`src/rtl/mem_arbiter_pkg.sv`:
```
// Shared constants for mem_arbiter: access size codes, FSM state encoding and a size helper.
package mem_arbiter_pkg;

   localparam logic [1:0] SZ_WORD = 2'b00;
   localparam logic [1:0] SZ_HALF = 2'b01;
   localparam logic [1:0] SZ_BYTE = 2'b10;
   localparam logic [1:0] SZ_ILL  = 2'b11;

   typedef enum logic [1:0] {StIdle, StAcc, StResp, StErr} state_e;

   function automatic logic [2:0] size_bytes(input logic [1:0] size);
      case (size)
         SZ_HALF: size_bytes = 3'd2;
         SZ_BYTE: size_bytes = 3'd1;
         default: size_bytes = 3'd4;
      endcase
   endfunction

endpackage

```
`src/rtl/mem_rr_arb.sv`:
```
// Two-requester grant logic (fetch, data) with a last-grant flop; one-hot grant, bit 1 = data.
module mem_rr_arb
   import mem_arbiter_pkg::*;
#(
   parameter bit RR_EN = 1'b1
) (
   input  logic       clk,
   input  logic       rst,
   input  logic       req_if,
   input  logic       req_dm,
   input  logic       accept,
   output logic [1:0] grant
);

   // Reset value 0 means "fetch granted last", so data wins the first tie.
   logic last_dm_q;

   always_comb begin
      grant = 2'b00;
      if (req_if && req_dm) begin
         grant = (RR_EN && last_dm_q) ? 2'b01 : 2'b10;
      end else if (req_dm) begin
         grant = 2'b10;
      end else if (req_if) begin
         grant = 2'b01;
      end
   end

   always_ff @(posedge clk) begin
      if (rst) begin
         last_dm_q <= 1'b0;
      end else if (accept && (grant != 2'b00)) begin
         last_dm_q <= grant[1];
      end
   end

endmodule

```
`src/rtl/mem_arbiter.sv`:
```
// Arbitrates a fetch port and a data port onto one memory port; one access per IDLE-ACC-RESP pass.
// Optional build macro ALIGN_CHECK_EN rejects misaligned data accesses and zeroes misaligned fetches.
module mem_arbiter
   import mem_arbiter_pkg::*;
#(
   parameter int unsigned MEM_BYTES     = 1024,
   parameter int unsigned RR_EN_DEFAULT = 1
) (
   input  logic        clk,
   input  logic        rst,
   input  logic        if_req,
   input  logic [31:0] if_addr,
   output logic        if_ack,
   output logic [31:0] if_rdata,
   input  logic        dm_req,
   input  logic        dm_we,
   input  logic [1:0]  dm_size,
   input  logic        dm_sext,
   input  logic [31:0] dm_addr,
   input  logic [31:0] dm_wdata,
   output logic        dm_ack,
   output logic [31:0] dm_rdata,
   output logic        dm_err,
   output logic        mem_w,
   output logic        mem_r,
   output logic        mem_s,
   output logic [1:0]  mem_c,
   output logic [31:0] mem_addr,
   output logic [31:0] mem_wdata,
   input  logic [31:0] mem_rdata,
   output logic        busy
);

   state_e      state_q, state_d;
   logic [1:0]  grant;
   logic        accept;
   logic        dm_bad;
   logic        if_mis;
   logic [32:0] dm_end;

   logic        gnt_dm_q, we_q, sext_q, zero_q;
   logic [1:0]  size_q;
   logic [31:0] addr_q, wdata_q, rdata_q;

   mem_rr_arb #(
      .RR_EN(RR_EN_DEFAULT != 0)
   ) u_arb (
      .clk   (clk),
      .rst   (rst),
      .req_if(if_req),
      .req_dm(dm_req),
      .accept(accept),
      .grant (grant)
   );

   assign accept = (state_q == StIdle) && (grant != 2'b00);
   assign dm_end = {1'b0, dm_addr} + {30'd0, size_bytes(dm_size)};

   always_comb begin
      dm_bad = (dm_size == SZ_ILL) || (dm_end > 33'(MEM_BYTES));
      if_mis = 1'b0;
`ifdef ALIGN_CHECK_EN
      if (((dm_size == SZ_WORD) && (dm_addr[1:0] != 2'b00)) ||
          ((dm_size == SZ_HALF) && dm_addr[0])) begin
         dm_bad = 1'b1;
      end
      if_mis = (if_addr[1:0] != 2'b00);
`endif
   end

   always_ff @(posedge clk) begin
      if (rst) begin
         state_q <= StIdle;
      end else begin
         state_q <= state_d;
      end
   end

   always_comb begin
      state_d = state_q;
      unique case (state_q)
         StIdle: begin
            if (accept) begin
               state_d = (grant[1] && dm_bad) ? StErr : StAcc;
            end
         end
         StAcc:   state_d = StResp;
         StResp:  state_d = StIdle;
         StErr:   state_d = StIdle;
         default: state_d = StIdle;
      endcase
   end

   // Requester fields are latched at grant so a dropped request cannot disturb the access.
   always_ff @(posedge clk) begin
      if (rst) begin
         gnt_dm_q <= 1'b0;
         we_q     <= 1'b0;
         size_q   <= SZ_WORD;
         sext_q   <= 1'b0;
         zero_q   <= 1'b0;
         addr_q   <= '0;
         wdata_q  <= '0;
         rdata_q  <= '0;
      end else begin
         if (accept) begin
            if (grant[1]) begin
               gnt_dm_q <= 1'b1;
               we_q     <= dm_we;
               size_q   <= dm_size;
               sext_q   <= dm_sext;
               zero_q   <= 1'b0;
               addr_q   <= dm_addr;
               wdata_q  <= dm_wdata;
            end else begin
               gnt_dm_q <= 1'b0;
               we_q     <= 1'b0;
               size_q   <= SZ_WORD;
               sext_q   <= 1'b0;
               zero_q   <= if_mis;
               addr_q   <= if_addr % 32'(MEM_BYTES);
               wdata_q  <= '0;
            end
         end
         if (state_q == StAcc) begin
            rdata_q <= (we_q || zero_q) ? '0 : mem_rdata;
         end
      end
   end

   always_comb begin
      if_ack    = 1'b0;
      if_rdata  = '0;
      dm_ack    = 1'b0;
      dm_rdata  = '0;
      dm_err    = 1'b0;
      mem_w     = 1'b0;
      mem_r     = 1'b0;
      mem_s     = 1'b0;
      mem_c     = SZ_WORD;
      mem_addr  = '0;
      mem_wdata = '0;
      busy      = (state_q != StIdle);
      unique case (state_q)
         StAcc: begin
            mem_r     = ~we_q;
            mem_w     = we_q;
            mem_s     = sext_q & ~we_q;
            mem_c     = size_q;
            mem_addr  = addr_q;
            mem_wdata = we_q ? wdata_q : '0;
         end
         StResp: begin
            if (gnt_dm_q) begin
               dm_ack   = 1'b1;
               dm_rdata = rdata_q;
            end else begin
               if_ack   = 1'b1;
               if_rdata = rdata_q;
            end
         end
         StErr: begin
            dm_ack = 1'b1;
            dm_err = 1'b1;
         end
         default: ;
      endcase
   end

endmodule

```
`config.mk`:
```
export PLATFORM = sky130hd
export DESIGN_NAME = mem_arbiter
export DESIGN_NICKNAME = d
export VERILOG_FILES = /design/src/rtl/mem_arbiter_pkg.sv /design/src/rtl/mem_rr_arb.sv /design/src/rtl/mem_arbiter.sv
export SDC_FILE = /design/constraint.sdc
export NUM_CORES = 1
export LEC_CHECK = 0
export CAP_MARGIN = 5
export CORE_MARGIN = 2
export CORE_UTILIZATION = 38
export CTS_BUF_LIST = sky130_fd_sc_hd__clkbuf_2 sky130_fd_sc_hd__clkbuf_4 sky130_fd_sc_hd__clkbuf_8
export DETAILED_ROUTE_END_ITERATION = 16
export PLACE_DENSITY = 0.8
export SLEW_MARGIN = 20
export SYNTH_ARGS = -nofsm -noshare
export SYNTH_HDL_FRONTEND = slang
export SYNTH_SLANG_ARGS = --single-unit
```
`constraint.sdc`:
```
create_clock -name clk -period 2.8 [get_ports clk]
set_clock_uncertainty 0.15 [all_clocks]
set_input_delay 0.42 -clock clk [delete_from_list [all_inputs] [get_ports clk]]
set_output_delay 0.42 -clock clk [all_outputs]
set_load 0.1 [all_outputs]
```
==> impl_results.rst <==
.. list-table::
   :header-rows: 1

   * - Metric
     - Value
   * - Result of the run
     - complete, no violations
   * - Number of antenna violations at the first check in global routing
     - 0
   * - Setup slack after layout
     - 0.1115 ns
   * - Worst reg2reg setup slack
     - 0.50 ns
   * - Met3 track utilization from global routing
     - 5.284%
   * - Net total in the final layout
     - 1097
   * - Cell depth of the worst hold path
     - 2
   * - Area of the mapped netlist
     - approximately 0.0055 mm^2
   * - Fmax
     - 0.3720 GHz
   * - Hold/Removal Path Class
     - reg2reg
   * - Number of standard-cell rows in the floorplan
     - 43
   * - Proportion of synthesized flip-flops having asynchronous set or reset
     - 0%
   * - Maximum VDD drop
     - roughly 350 uV
   * - Top post-synthesis cells by area
     - sky130_fd_sc_hd__dfxtp_1, sky130_fd_sc_hd__and2_1, sky130_fd_sc_hd__a22oi_1
   * - EDFF count, synth
     - 0
   * - Sequential share of power
     - a little over two fifths
   * - Final standard cell utilization of the core
     - about three quarters
   * - Dominant register cell in the synthesized netlist
     - sky130_fd_sc_hd__dfxtp_1
   * - Number of cells produced by synthesis
     - 682
   * - Synth Area per Inst
     - about 8.1 um^2
   * - Required arrival time at the worst endpoint
     - 2.90 ns
   * - Final ANT Viol Nets
     - 0
   * - Global placement routability congestion
     - 0.8983
   * - Critical register-to-register path startpoint
     - state_q[1]
   * - Max-capacitance violation count
     - 0
   * - Clock transition at the registers of the reported paths
     - 0.10 ns
   * - Minimum clock period after layout
     - 2.689 ns
   * - GRT Overall Usage
     - roughly 24%
   * - Effective utilization at floorplan
     - 39.30%
   * - Mapped Nets
     - a little over 800
   * - Worst slack after detailed placement
     - -0.7181 ns
   * - Reported leakage power
     - 4.158 nW
   * - CTS max path bufs
     - 2
   * - Core Box Area
     - between 0.01 and 0.015 mm^2
   * - Drc violations
     - 0
   * - Cell internal power dissipation
     - about 0.0025 W
   * - Master cell of the clock root buffer
     - sky130_fd_sc_hd__clkbuf_8
   * - Element type at the critical path end
     - flip-flop
   * - Final hold violation count
     - 0
   * - Destination of the worst register-to-register timing path
     - state_q[1]
   * - Fin crit share
     - between 90% and 100%
   * - Port Buffer Count
     - 250
   * - Portion of synthesized cell area occupied by the leading cell type
     - roughly 38%
   * - Sw frac
     - 33.28%
   * - Post-place instance area
     - about 0.01 mm^2
   * - Min-Delay Endpoint
     - rdata_q[7]
   * - Die width
     - ~120 um
   * - Die ar.
     - ~0.015 mm^2
   * - Worst-Skew Late Latency
     - between 0.3 and 0.4 ns
   * - Number of antenna cells inserted
     - 0
   * - Yosys top cell by area
     - sky130_fd_sc_hd__dfxtp_1
   * - Max-slew violation count
     - 0
   * - Die Height
     - around 120 um
   * - Gate power share
     - 30.1%
   * - Worst Path Arrival
     - about 2.8 ns
   * - Synth cell types
     - 63
   * - Number of global-route vias before repair
     - just under 6000
   * - WL per Instance
     - 17.13 um
   * - Total setup violations reported at the end of the flow
     - 0
   * - Number of cells on the worst reg-to-reg path
     - 6
   * - CTS tree
     - built
   * - Final HPWL DP
     - between 10000 and 15000 um
   * - I/O pin count
     - approximately 270
   * - Global-route wire length before repair
     - 31020 um
   * - Worst slew margin relative to its limit
     - 60.30%
   * - Unrepaired setup endpoints after global routing
     - no
   * - Highest fanout seen on the critical path
     - 3
   * - Switching power
     - ~0.0012 W
   * - Register bit count reported by yosys
     - approximately 100
   * - Final Routed Wirelength
     - slightly below 20000 um
   * - Power density over the cells
     - between 300 and 400 mW/mm^2
   * - Worst slew pin tran
     - between 0.5 and 0.6 ns
   * - Path type of the worst setup path
     - in2reg
   * - Crit path launch type
     - input port
   * - Grt peak-use layer
     - met2
   * - Grt ovf
     - 0
   * - Detailed Routing Iterations Pass 1
     - 8
   * - Met2 routing resource usage after global routing
     - 41.47%
   * - First DRT Iteration DRCs
     - 440
   * - Hold path startpoint
     - rdata_q[7]
   * - Post-route cell area
     - approximately 0.010 mm^2
   * - DR vias/cell
     - between 5 and 6
   * - CTS Buf Count
     - 9
   * - Proportion of power drawn by the clock network
     - 26.6%
   * - Fraction of layout cells with a size suffix above 1
     - around 28%
   * - Fraction of the yosys area taken by sequential cells
     - 37.51%
   * - Largest net degree at the start of global routing
     - 100
   * - Level count of the clock H-tree
     - 3
   * - Total clock sinks
     - between 100 and 150
   * - Number of vias after detailed routing
     - ~6100
   * - GR Layer Usage met1
     - around 30%
   * - Count of warnings emitted by yosys
     - 0
   * - Area added between synthesis and finish
     - 86.44%
==> cells in the mapped netlist (all sizes together) (2+ instances only) <==
master / n
a2111oi: 2
a211oi: 12
a21o: 2
a21oi: 41
a22oi: 58
a311oi: 2
a31oi: 2
and2: 103
and3: 37
and3b: 2
and4: 2
buf: 5
clkbuf: 54
dfxtp: 103
ha: 6
inv: 6
mux2i: 11
nand2: 41
nand3: 13
nand3b: 32
nand4: 7
nor2: 85
nor2b: 3
nor3: 6
nor4: 6
o211ai: 2
o21a: 2
o21ai: 4
o22a: 2
o31a: 4
or2: 4
or3: 4
xor2: 2
==> per-stage QoR <==
stage	hold slack, ns	cells	TNS (ns)	power (W)
4_1_cts	0.3151	1139	0	0.003771
5_1_grt	0.3374	1139	0	0.003921
3_3_place_gp	0.2925	1122	-0.6000	0.002752
3_5_place_dp	0.3001	1122	-0.7181	0.002777
2_1_floorplan	0.2857	682	-0.06691	0.002262
6_report	0.3120	1139	0	0.003750
==> cell families after synthesis <==
family / after synthesis / share of synthesized area [%]
simple gates: 350 / 35.28
compound gates: 143 / 18.23
flops: 103 / 37.51
buf+inv: 65 / 4.734
mux: 12 / 2.208
fa+ha+maj: 7 / 1.730
xor+xnor: 2 / 0.3187
==> worst max-delay path, stage by stage <==
cell                       delay (ns)
sky130_fd_sc_hd__clkbuf_2        0.09
sky130_fd_sc_hd__inv_2           0.06
sky130_fd_sc_hd__ha_4            0.13
sky130_fd_sc_hd__ha_4            0.13
sky130_fd_sc_hd__fa_2            0.23
sky130_fd_sc_hd__a21oi_4         0.07
sky130_fd_sc_hd__or4_4           0.54
sky130_fd_sc_hd__o31a_1          0.32
sky130_fd_sc_hd__a311oi_2        0.27
sky130_fd_sc_hd__nand4_1         0.17
sky130_fd_sc_hd__nor4_2          0.25
sky130_fd_sc_hd__a31oi_1         0.10
==> layout make-up <==
type | instances | area [um^2]
Clock inverter | 5 | 65.06
Multi-Input combinational cell | 514 | 3329
Tap cell | 180 | 225.2
Clock buffer | 11 | 138.9
Inverter | 6 | 22.52
Sequential cell | 103 | 2062
Timing Repair Buffer | 320 | 4407
Fill cell | 990 | 3739
==> layout by cell type, fill, tap and decap left out, types with 4 or more instances in the layout <==
cell type	count
sky130_fd_sc_hd__a211oi_1	12
sky130_fd_sc_hd__a21oi_1	39
sky130_fd_sc_hd__a22oi_1	58
sky130_fd_sc_hd__and2_1	102
sky130_fd_sc_hd__and3_1	35
sky130_fd_sc_hd__buf_12	138
sky130_fd_sc_hd__buf_4	70
sky130_fd_sc_hd__clkbuf_8	9
sky130_fd_sc_hd__clkdlybuf4s50_1	107
sky130_fd_sc_hd__dfxtp_1	103
sky130_fd_sc_hd__ha_4	5
sky130_fd_sc_hd__inv_1	4
sky130_fd_sc_hd__mux2i_1	11
sky130_fd_sc_hd__nand2_1	41
sky130_fd_sc_hd__nand3_1	13
sky130_fd_sc_hd__nand3b_1	32
sky130_fd_sc_hd__nand4_1	6
sky130_fd_sc_hd__nor2_1	84
sky130_fd_sc_hd__nor3_1	5
sky130_fd_sc_hd__o21ai_0	4
sky130_fd_sc_hd__or2_2	4
==> flip-flops by register name, indices dropped and copies added, names as in the netlist <==
signal    cells
size_q        2
gnt_dm_q      1
state_q       2
we_q          1
rdata_q      32
sext_q        1
wdata_q      32
addr_q       32
==> metal layers <==
metal / vias up / wire, um
met5: - / 0
met4: 0 / 607
met3: 43 / 1252
met2: 256 / 9566
met1: 2879 / 8079
li1: 2943 / -
==> worst max path at each step <==
stage	start	endpoint	slack (ns)
floorplan	state_q[1]	mem_s	-0.07
global placement	dm_size[1]	state_q[1]	-0.60
detailed placement	dm_size[1]	state_q[1]	-0.72
CTS	dm_addr[0]	state_q[1]	0.06
global route	dm_size[0]	state_q[1]	0.03
finish	dm_size[0]	state_q[1]	0.11
==> timing repair <==
| action | 4_1_cts | 5_1_grt |
|---|---|---|
| gates resized for setup | 14 | 9 |
| hold buffers | 0 | 0 |
| pin swaps | 9 | 7 |
| setup endpoints to repair | 1 | 1 |
| setup buffers | 1 | 0 |
==> power groups by stage <==
stage                     clock network [W]  registers, W  logic, W
after floorplan                           0       0.00164  0.000625
after global placement                    0       0.00165   0.00110
after detailed placement                  0       0.00166   0.00112
after CTS                           0.00102       0.00162   0.00113
after global routing                0.00108       0.00164   0.00120
final                              0.000998       0.00162   0.00113
(Power assumes the default switching activity.)
